===== config.mk =====
export PLATFORM = sky130hd
export DESIGN_NAME = mips_cpu_control_fsm_flat
export DESIGN_NICKNAME = d
export VERILOG_FILES = /design/src/rtl/mips_cpu_control_fsm_if.sv /design/src/rtl/mips_cpu_control_fsm.sv /design/src/flat_wrapper.sv
export SDC_FILE = /design/constraint.sdc
export NUM_CORES = 1
export LEC_CHECK = 0
export BUFFER_PORTS_ARGS = -buffer_cell sky130_fd_sc_hd__buf_4
export CAP_MARGIN = 25
export CORE_MARGIN = 2
export CORE_UTILIZATION = 30
export DETAILED_ROUTE_END_ITERATION = 12
export PLACE_DENSITY = 0.61
export SETUP_SLACK_MARGIN = 0.2
export SYNTH_ARGS = -nofsm -noshare
export SYNTH_HDL_FRONTEND = slang
export SYNTH_SLANG_ARGS = --single-unit
export TNS_END_PERCENT = 50

===== constraint.sdc =====
create_clock -name clk -period 2.56 [get_ports clk]
set_input_delay 0.384 -clock clk [delete_from_list [all_inputs] [get_ports clk]]
set_output_delay 0.384 -clock clk [all_outputs]
set_load 0.01 [all_outputs]

===== src/rtl/mips_cpu_control_fsm_if.sv =====
// -----------------------------------------------------------------------------
// mips_cpu_control_fsm_if
// Bundles the signals between the multicycle control FSM and the datapath /
// memory port.
//   master : the control FSM. It reads the instruction fields, waitrequest and
//            halt_req. It drives the state code, active, the memory strobes,
//            the write strobes and alu_op.
//   slave  : the datapath / memory side, with the opposite directions.
// -----------------------------------------------------------------------------
interface mips_cpu_control_fsm_if;
    logic [5:0] instr_opcode;   // IR[31:26]
    logic [5:0] instr_funct;    // IR[5:0]
    logic [4:0] instr_rt;       // IR[20:16]
    logic       waitrequest;    // memory stall
    logic       halt_req;       // next PC == 0
    logic [2:0] state;          // current state code
    logic       active;         // 1 until HALT
    logic       mem_read;
    logic       mem_write;
    logic       mem_addr_sel;   // 0 = PC, 1 = ALU result
    logic       ir_write;
    logic       pc_write;
    logic       reg_write;
    logic [3:0] alu_op;

    modport master (
        input  instr_opcode, instr_funct, instr_rt, waitrequest, halt_req,
        output state, active, mem_read, mem_write, mem_addr_sel,
               ir_write, pc_write, reg_write, alu_op
    );

    modport slave (
        output instr_opcode, instr_funct, instr_rt, waitrequest, halt_req,
        input  state, active, mem_read, mem_write, mem_addr_sel,
               ir_write, pc_write, reg_write, alu_op
    );
endinterface


===== src/rtl/mips_cpu_control_fsm.sv =====
// -----------------------------------------------------------------------------
// mips_cpu_control_fsm
// Multicycle main control for the MIPS CPU. Each instruction is sequenced as
// FETCH -> DECODE -> EXEC -> [MEM] -> WB. FETCH and MEM stall on waitrequest.
// WB enters HALT when the datapath reports a jump to address 0.
// Ports:
//   clk   : system clock, rising edge
//   reset : synchronous, active-high
//   bus   : control/datapath bundle (master side), see mips_cpu_control_fsm_if
// Only the state register is sequential. Every output decodes combinationally
// from the state and the instruction fields.
// -----------------------------------------------------------------------------
module mips_cpu_control_fsm (
    input  logic                          clk,
    input  logic                          reset,
    mips_cpu_control_fsm_if.master        bus
);

    typedef enum logic [2:0] {
        S_FETCH  = 3'd0,
        S_DECODE = 3'd1,
        S_EXEC   = 3'd2,
        S_MEM    = 3'd3,
        S_WB     = 3'd4,
        S_HALT   = 3'd5
    } state_t;

    state_t     r_state;
    state_t     w_next_state;
    logic       w_is_load;
    logic       w_is_store;
    logic       w_rw_en;
    logic       w_active;
    logic       w_mem_read;
    logic       w_mem_write;
    logic       w_mem_addr_sel;
    logic       w_ir_write;
    logic       w_pc_write;
    logic       w_reg_write;
    logic [3:0] w_alu_op;
    logic       w_unused_rt;

    // Only rt[4] matters: it selects the linking REGIMM branches.
    assign w_unused_rt = ^bus.instr_rt[3:0];

    assign w_is_load  = bus.instr_opcode inside {6'b100000, 6'b100001, 6'b100010,
                                                 6'b100011, 6'b100100, 6'b100101,
                                                 6'b100110};
    assign w_is_store = bus.instr_opcode inside {6'b101000, 6'b101001, 6'b101011};

    // Register file write is needed for:
    //   - R-type except jr
    //   - immediate ALU ops
    //   - loads
    //   - jal
    //   - linking REGIMM branches
    assign w_rw_en = ((bus.instr_opcode == 6'b000000) && (bus.instr_funct != 6'b001000))
                   || (bus.instr_opcode inside {6'b001001, 6'b001010, 6'b001011,
                                                6'b001100, 6'b001101, 6'b001110,
                                                6'b001111})
                   || w_is_load
                   || (bus.instr_opcode == 6'b000011)
                   || ((bus.instr_opcode == 6'b000001) && bus.instr_rt[4]);

    always_ff @(posedge clk) begin
        if (reset) begin
            r_state <= S_FETCH;
        end else begin
            r_state <= w_next_state;
        end
    end

    always_comb begin
        w_next_state   = r_state;
        w_active       = 1'b1;
        w_mem_read     = 1'b0;
        w_mem_write    = 1'b0;
        w_mem_addr_sel = 1'b0;
        w_ir_write     = 1'b0;
        w_pc_write     = 1'b0;
        w_reg_write    = 1'b0;
        w_alu_op       = 4'b0000;

        case (r_state)
            S_FETCH: begin
                w_mem_read = 1'b1;
                if (!bus.waitrequest) begin
                    w_ir_write   = 1'b1;
                    w_next_state = S_DECODE;
                end
            end
            S_DECODE: begin
                w_next_state = S_EXEC;
            end
            S_EXEC: begin
                case (bus.instr_opcode)
                    6'b000000: w_alu_op = 4'b0010;
                    6'b000100: w_alu_op = 4'b0001;
                    6'b000101: w_alu_op = 4'b1000;
                    6'b000111: w_alu_op = 4'b1001;
                    6'b000110: w_alu_op = 4'b1010;
                    6'b000001: w_alu_op = 4'b1011;
                    6'b001001: w_alu_op = 4'b0011;
                    6'b001100: w_alu_op = 4'b0100;
                    6'b001101: w_alu_op = 4'b0101;
                    6'b001110: w_alu_op = 4'b0110;
                    6'b001011: w_alu_op = 4'b0111;
                    default:   w_alu_op = 4'b0000;  // loads/stores add offsets
                endcase
                w_next_state = (w_is_load || w_is_store) ? S_MEM : S_WB;
            end
            S_MEM: begin
                // Strobes depend only on the opcode, so they are held steady
                // through a stall.
                w_mem_addr_sel = 1'b1;
                w_mem_read     = w_is_load;
                w_mem_write    = w_is_store;
                if (!bus.waitrequest) begin
                    w_next_state = S_WB;
                end
            end
            S_WB: begin
                w_pc_write   = 1'b1;
                w_reg_write  = w_rw_en;
                w_next_state = bus.halt_req ? S_HALT : S_FETCH;
            end
            S_HALT: begin
                w_active = 1'b0;
            end
            default: begin
                w_next_state = S_FETCH;
            end
        endcase

        // No side effects may escape while reset is being applied.
        if (reset) begin
            w_mem_read  = 1'b0;
            w_mem_write = 1'b0;
            w_ir_write  = 1'b0;
            w_pc_write  = 1'b0;
            w_reg_write = 1'b0;
        end
    end

    assign bus.state        = r_state;
    assign bus.active       = w_active;
    assign bus.mem_read     = w_mem_read;
    assign bus.mem_write    = w_mem_write;
    assign bus.mem_addr_sel = w_mem_addr_sel;
    assign bus.ir_write     = w_ir_write;
    assign bus.pc_write     = w_pc_write;
    assign bus.reg_write    = w_reg_write;
    assign bus.alu_op       = w_alu_op;

endmodule


===== src/flat_wrapper.sv =====
// flat-port wrapper written by rule: the top's interface ports become plain ports
module mips_cpu_control_fsm_flat 
  (clk, reset, bus_instr_opcode, bus_instr_funct, bus_instr_rt, bus_waitrequest, bus_halt_req, bus_state, bus_active, bus_mem_read, bus_mem_write, bus_mem_addr_sel, bus_ir_write, bus_pc_write, bus_reg_write, bus_alu_op);
  mips_cpu_control_fsm_if bus_i ();
  input  logic clk;
  input  logic reset;
  input wire logic [$bits(bus_i.instr_opcode)-1:0] bus_instr_opcode;
  input wire logic [$bits(bus_i.instr_funct)-1:0] bus_instr_funct;
  input wire logic [$bits(bus_i.instr_rt)-1:0] bus_instr_rt;
  input wire logic [$bits(bus_i.waitrequest)-1:0] bus_waitrequest;
  input wire logic [$bits(bus_i.halt_req)-1:0] bus_halt_req;
  output wire logic [$bits(bus_i.state)-1:0] bus_state;
  output wire logic [$bits(bus_i.active)-1:0] bus_active;
  output wire logic [$bits(bus_i.mem_read)-1:0] bus_mem_read;
  output wire logic [$bits(bus_i.mem_write)-1:0] bus_mem_write;
  output wire logic [$bits(bus_i.mem_addr_sel)-1:0] bus_mem_addr_sel;
  output wire logic [$bits(bus_i.ir_write)-1:0] bus_ir_write;
  output wire logic [$bits(bus_i.pc_write)-1:0] bus_pc_write;
  output wire logic [$bits(bus_i.reg_write)-1:0] bus_reg_write;
  output wire logic [$bits(bus_i.alu_op)-1:0] bus_alu_op;
  assign bus_i.instr_opcode = bus_instr_opcode;
  assign bus_i.instr_funct = bus_instr_funct;
  assign bus_i.instr_rt = bus_instr_rt;
  assign bus_i.waitrequest = bus_waitrequest;
  assign bus_i.halt_req = bus_halt_req;
  assign bus_state = bus_i.state;
  assign bus_active = bus_i.active;
  assign bus_mem_read = bus_i.mem_read;
  assign bus_mem_write = bus_i.mem_write;
  assign bus_mem_addr_sel = bus_i.mem_addr_sel;
  assign bus_ir_write = bus_i.ir_write;
  assign bus_pc_write = bus_i.pc_write;
  assign bus_reg_write = bus_i.reg_write;
  assign bus_alu_op = bus_i.alu_op;
  mips_cpu_control_fsm u_core (.clk(clk), .reset(reset), .bus(bus_i));
endmodule

## Yosys cells after proc, flatten, opt, wreduce, memory -nomap -nowiden

Memories as Yosys holds them, arrays and structs flattened.
Index checks and enable logic that the tools add are counted.

| word-level totals | value |
|---|---|
| bits in read-only memories | 64 |
| bits in writable memories | 0 |
| word-level logic and storage cells | 64 |
| register bits | 3 |
| input port bits | 21 |
| output and inout port bits | 14 |
| latch bits | 0 |
| memories kept | 1 |

| cells by class | value |
|---|---|
| $lt $le $gt $ge | 0 |
| bitwise operators | 1 |
| $mul | 0 |
| equality and inequality tests | 27 |
| shifts and indexed selects | 0 |
| add/sub/neg operators | 0 |
| div/mod/pow operators | 0 |
| reduce and logical (&&, ||, !) cells | 14 |
| muxes and demuxes | 20 |

Memory list:

| name | depth | bits a word | read ports | clocked after memory_dff | write ports | line | source |
|---|---|---|---|---|---|---|---|
| (name not given) | 16 | 4 | 1 | 0 | 0 | mips_cpu_control_fsm.sv:96 | `case (bus.instr_opcode)` |

Operators by type and width:

| operator | count |
|---|---|
| $eq A6 B6 Y1 const B | 10 |
| $eq A6 B4 Y1 const B | 7 |
| $pmux W3 S6 | 1 |
| $reduce_bool A7 Y1 | 2 |
| $mux W1 | 12 |
| $mux W3 | 4 |
| $mux W4 | 2 |
| $eq A3 B2 Y1 const B | 2 |
| $eq A3 B3 Y1 const B | 2 |
| $eq A6 B1 Y1 const B | 1 |
| $eq A6 B2 Y1 const B | 1 |
| $logic_not A6 Y1 | 1 |
| $ne A6 B4 Y1 const B | 1 |
| $logic_or A1 B1 Y1 | 5 |
| $ne A2 B2 Y1 const B | 2 |
| $eq A3 B1 Y1 const B | 1 |
| $logic_not A3 Y1 | 1 |
| $reduce_and A3 Y1 | 1 |
| $reduce_bool A3 Y1 | 1 |
| $logic_and A1 B1 Y1 | 2 |
| $logic_not A2 Y1 | 1 |
| $pmux W1 S2 | 1 |
| $not A1 Y1 | 1 |

## Logic depth before layout (Yosys ltp)

| logic depth | value |
|---|---|
| word-level depth | 8 |
| gate-level depth with buffers | 6 |
| gate-level depth less buffers | 6 |

## Worst setup path before layout

OpenSTA, ideal clock, no wires.

| path | value |
|---|---|
| path type | in2out |
| from | in bus_instr_opcode[0] |
| to | out bus_reg_write |
| stages on the path | 6 |
| required time | 2.176 ns |
| arrival time | 1.316 ns |
| slack | 0.860 ns |
| path buffers | 0 |
| path through | inv_1 -> ha_1 -> a21o_1 -> a211o_1 -> a31oi_1 -> o21ai_1 |

| on the way | value |
|---|---|
| longest elaborated chain between the ends | 8 |
| elaborated cells between the ends (all ways) | 27 |
| classes of those cells | eq/ne (16); mux (2); reduce/logical (9) |

Ends and longest elaborated chain:

| element | line | source |
|---|---|---|
| from (decl) | flat_wrapper.sv:7 | `input wire logic [$bits(bus_i.instr_opcode)-1:0] bus_instr_opcode;` |
| $eq A6 B4 Y1 / $logic_not A6 Y1 (equally long branches) | mips_cpu_control_fsm.sv:58, mips_cpu_control_fsm.sv:57 |  |
| $reduce_bool A7 Y1 / $logic_and A1 B1 Y1 (equally long branches) | mips_cpu_control_fsm.sv:58, mips_cpu_control_fsm.sv:57 |  |
| $logic_or A1 B1 Y1 | mips_cpu_control_fsm.sv:58 | `\|\| (bus.instr_opcode inside {6'b001001, 6'b001010, 6'b001011,` |
| $logic_or A1 B1 Y1 | mips_cpu_control_fsm.sv:61 | `\|\| w_is_load` |
| $logic_or A1 B1 Y1 | mips_cpu_control_fsm.sv:62 | `\|\| (bus.instr_opcode == 6'b000011)` |
| $logic_or A1 B1 Y1 (*) | mips_cpu_control_fsm.sv:63 | `\|\| ((bus.instr_opcode == 6'b000001) && bus.instr_rt[4]);` |
| $mux W1 (*) | mips_cpu_control_fsm.sv:84 | `case (r_state)` |
| $mux W1 (*) | mips_cpu_control_fsm.sv:136 | `if (reset) begin` |
| to (decl) | flat_wrapper.sv:19 | `output wire logic [$bits(bus_i.reg_write)-1:0] bus_reg_write;` |

Mark *: on every way between the ends. The rest lies on a longest branch, timed or not.

## Worst setup path in the final report

Same ends and word-level chain as after synthesis.

==> flow_metrics.env <==
export IMPL_dieArea_sq_um=2253
export IMPL_synth_edff_count=0
export IMPL_drc=0
export IMPL_core_area_sq_um=1745
export IMPL_cts_hold_buf=0
export IMPL_cp_max_fo=7
export IMPL_power_total_mw=0.2559
export IMPL_synth_area_mux_share_pct=3.532
export IMPL_syn_area_sq_um=566.8
export IMPL_drv_slew=0
export IMPL_p_clk_share_pct=32.1
export IMPL_max_freq_mhz=492.0
export IMPL_postCtsSetupRepairBufs=0
export IMPL_whs_endpoint="u_core.bus.state[0]"
export IMPL_period_minus_slack_ns=2.033
export IMPL_clk_pin_slew_ns=0.03
export IMPL_cts_root_buffer="clkbuf_4"
export IMPL_rrSetupSlack_ns=1.15
export IMPL_grt_pass1_vias=560
export IMPL_startpoint_type="input pin"
export IMPL_fin_crit_sh_pct=79.40
export IMPL_io_buffers=30
export IMPL_yosys_area_share_simple_pct=39.74
export IMPL_p_sw_share_pct=34.23
export IMPL_min_delay_start="reset"
export IMPL_crit_type="in -> out"
export IMPL_ys_types=36
export IMPL_status="completed"
export IMPL_comb_power_share_pct=42.7
export IMPL_cts_resized=0
export IMPL_grt_max_degree=17
export IMPL_p_sw_mw=0.08760
export IMPL_rows=15
export IMPL_drtIter0Drc=9
export IMPL_synthesis_instances=80
export IMPL_antenna_cells=0
export IMPL_cts_max_level=1
export IMPL_finalHoldViolCount=0
export IMPL_synth_compound_area_share_pct=26.27
export IMPL_overflow=0
export IMPL_critPathCaptureType="output pin"
export IMPL_multi_input_area_sq_um=456.7
export IMPL_yosys_area_top_type="ha_1"
export IMPL_io_pin_count=35
export IMPL_yosysWarnings=0
export IMPL_antenna_found_initial=0
export IMPL_p_seq_share_pct=25.2
export IMPL_cts_sinks=3
export IMPL_via_per_inst=4.963
export IMPL_synth_top_family_by_area="simple AND/OR/NAND/NOR gates"
export IMPL_synth_area_leaders="ha_1 (11%), dfxtp_1 (11%), nor2_1 (7.9%)"
export IMPL_grt_busiest_layer="met2"
export IMPL_setup_tns_final_ns=0
export IMPL_synth_top_cell_area_share_pct=11.04
export IMPL_synth_avg_cell_area_sq_um=7.085
export IMPL_leakage_nw=0.3741
export IMPL_initial_core_util_pct=32.47
export IMPL_ant_nets=0
export IMPL_rsz0062_at_grt="no"
export IMPL_ir_worst_vdd_mv=0.1315
export IMPL_clock_path_buffers=2
export IMPL_drive_above_1_share_pct=34.86
export IMPL_timing_rr_start="u_core.bus.state[0]"
export IMPL_firstDrtPassIters=4
export IMPL_gp_congestion=0.7484
export IMPL_reg2reg_to="u_core.bus.state[0]"
export IMPL_cp_required_ns=2.18
export IMPL_reg2regPathDepth=3
export IMPL_routed_wl_microns=1472
export IMPL_largest_reg_flops=3
export IMPL_cts_buffers=3
export IMPL_synth_xor_area_share_pct=0
export IMPL_hp_class="in -> reg"
export IMPL_synth_seq_cells=3
export IMPL_maxCapViolations=0
export IMPL_async_reset_ff_share_pct=0
export IMPL_die_h_microns=47.47
export IMPL_internal_power_mw=0.1683
export IMPL_cts_tree="yes"
export IMPL_clock_skew_ns=0.003716
export IMPL_syn_to_final_growth_pct=43.05
export IMPL_nets=136
export IMPL_cp_arrival_ns=1.65
export IMPL_fin_util_pct=46.45
export IMPL_die_x_microns=47.47
export IMPL_gr_usage_met3_pct=0
export IMPL_worst_slew_pin_slew_ns=0.4770
export IMPL_hpwl_microns=1167
export IMPL_yosysMostFrequentCell="nor2_1"
export IMPL_netlist_top_cells_count="nor2_1 (12), nand2_1 (8), ha_1 (5)"
export IMPL_synthAdderAreaFrac_pct=11.04
export IMPL_grt_first_pass_wirelength_microns=2235
export IMPL_setup_viol=0
export IMPL_grt_met2_usage_pct=24.86
export IMPL_crit_path_start="bus_instr_opcode[0]"
export IMPL_track_usage_pct=13.71
export IMPL_insertion_delay_ns=0.23
export IMPL_yosysSeqAreaShare_pct=10.60
export IMPL_vias=665
export IMPL_slew_headroom_pct=68.16
export IMPL_whs_path_depth=2
export IMPL_power_density_nw_per_um2=315.7
export IMPL_synthFlopType="dfxtp_1"
export IMPL_grtUsageMet1_pct=16.03
export IMPL_seqCellArea_sq_um=60.06
export IMPL_routedWlPerCell_microns=10.99
export IMPL_syn_num_nets=106
export IMPL_fill_cells=189
[placed cells by master (no fill, tap or decap), types with 2 or more instances in the layout]
master / n
dfxtp_1: 3
clkbuf_4: 3
nor3_1: 4
ha_1: 5
mux2i_1: 2
nor2_1: 12
a21oi_1: 3
nand2b_1: 4
nand2_1: 8
o21a_1: 2
nand3_1: 4
inv_1: 3
o211ai_1: 2
a211oi_2: 2
o21ai_0: 2
buf_4: 30
[area by class of cell]
cell class	count	share of cell area (%)
clock buffer	4	3.241
inverter	3	1.389
timing repair buffer	30	27.78
sequential	3	7.407
tap	25	3.858
multi-input combinational	69	56.33
[per-stage QoR]
| stage | hold WS (ns) | setup slack, ns | cell area (sq um) | instances |
|---|---|---|---|---|
| after global placement | 0.5932 | 0.5536 | 784.5 | 130 |
| final | 0.3573 | 0.5274 | 810.8 | 134 |
| after floorplan | 0.4486 | 0.8602 | 566.8 | 80 |
| after global routing | 0.3495 | 0.4311 | 810.8 | 134 |
| after detailed placement | 0.5920 | 0.5435 | 784.5 | 130 |
| after CTS | 0.3520 | 0.5400 | 810.8 | 134 |
[worst max-delay path, stage by stage]
cell     delay [ns]
buf_4          0.12
inv_1          0.06
ha_1           0.25
a21o_1         0.17
a211o_1        0.29
a31oi_1        0.14
o21ai_1        0.08
buf_4          0.14
[worst max-delay path by stage]
stage | endpoint | slack, ns | cells past startpoint
finish | bus_reg_write | 0.53 | 8
global route | bus_reg_write | 0.43 | 8
CTS | bus_reg_write | 0.54 | 8
detailed placement | bus_reg_write | 0.54 | 8
global placement | bus_reg_write | 0.55 | 8
floorplan | bus_reg_write | 0.86 | 6
[power by group through the flow]
| stage | logic [mW] | clock network (mW) | registers, mW |
|---|---|---|---|
| CTS | 0.110 | 0.0842 | 0.0645 |
| floorplan | 0.0747 | 0 | 0.0579 |
| detailed placement | 0.109 | 0 | 0.0653 |
| finish | 0.109 | 0.0822 | 0.0646 |
| global route | 0.120 | 0.0907 | 0.0668 |
| global placement | 0.107 | 0 | 0.0653 |
[routing by layer]
layer,up-vias,share of wire [%]
met5,-,0
met4,0,0
met3,0,6.3
met2,23,49
met1,298,45
li1,344,-
[kinds of logic after synthesis]
family / Yosys count
simple gates: 42
compound gates: 20
buf+inv: 8
fa+ha+maj: 5
flops: 3
mux: 2
Note: power is estimated with default switching activity, not from simulation.
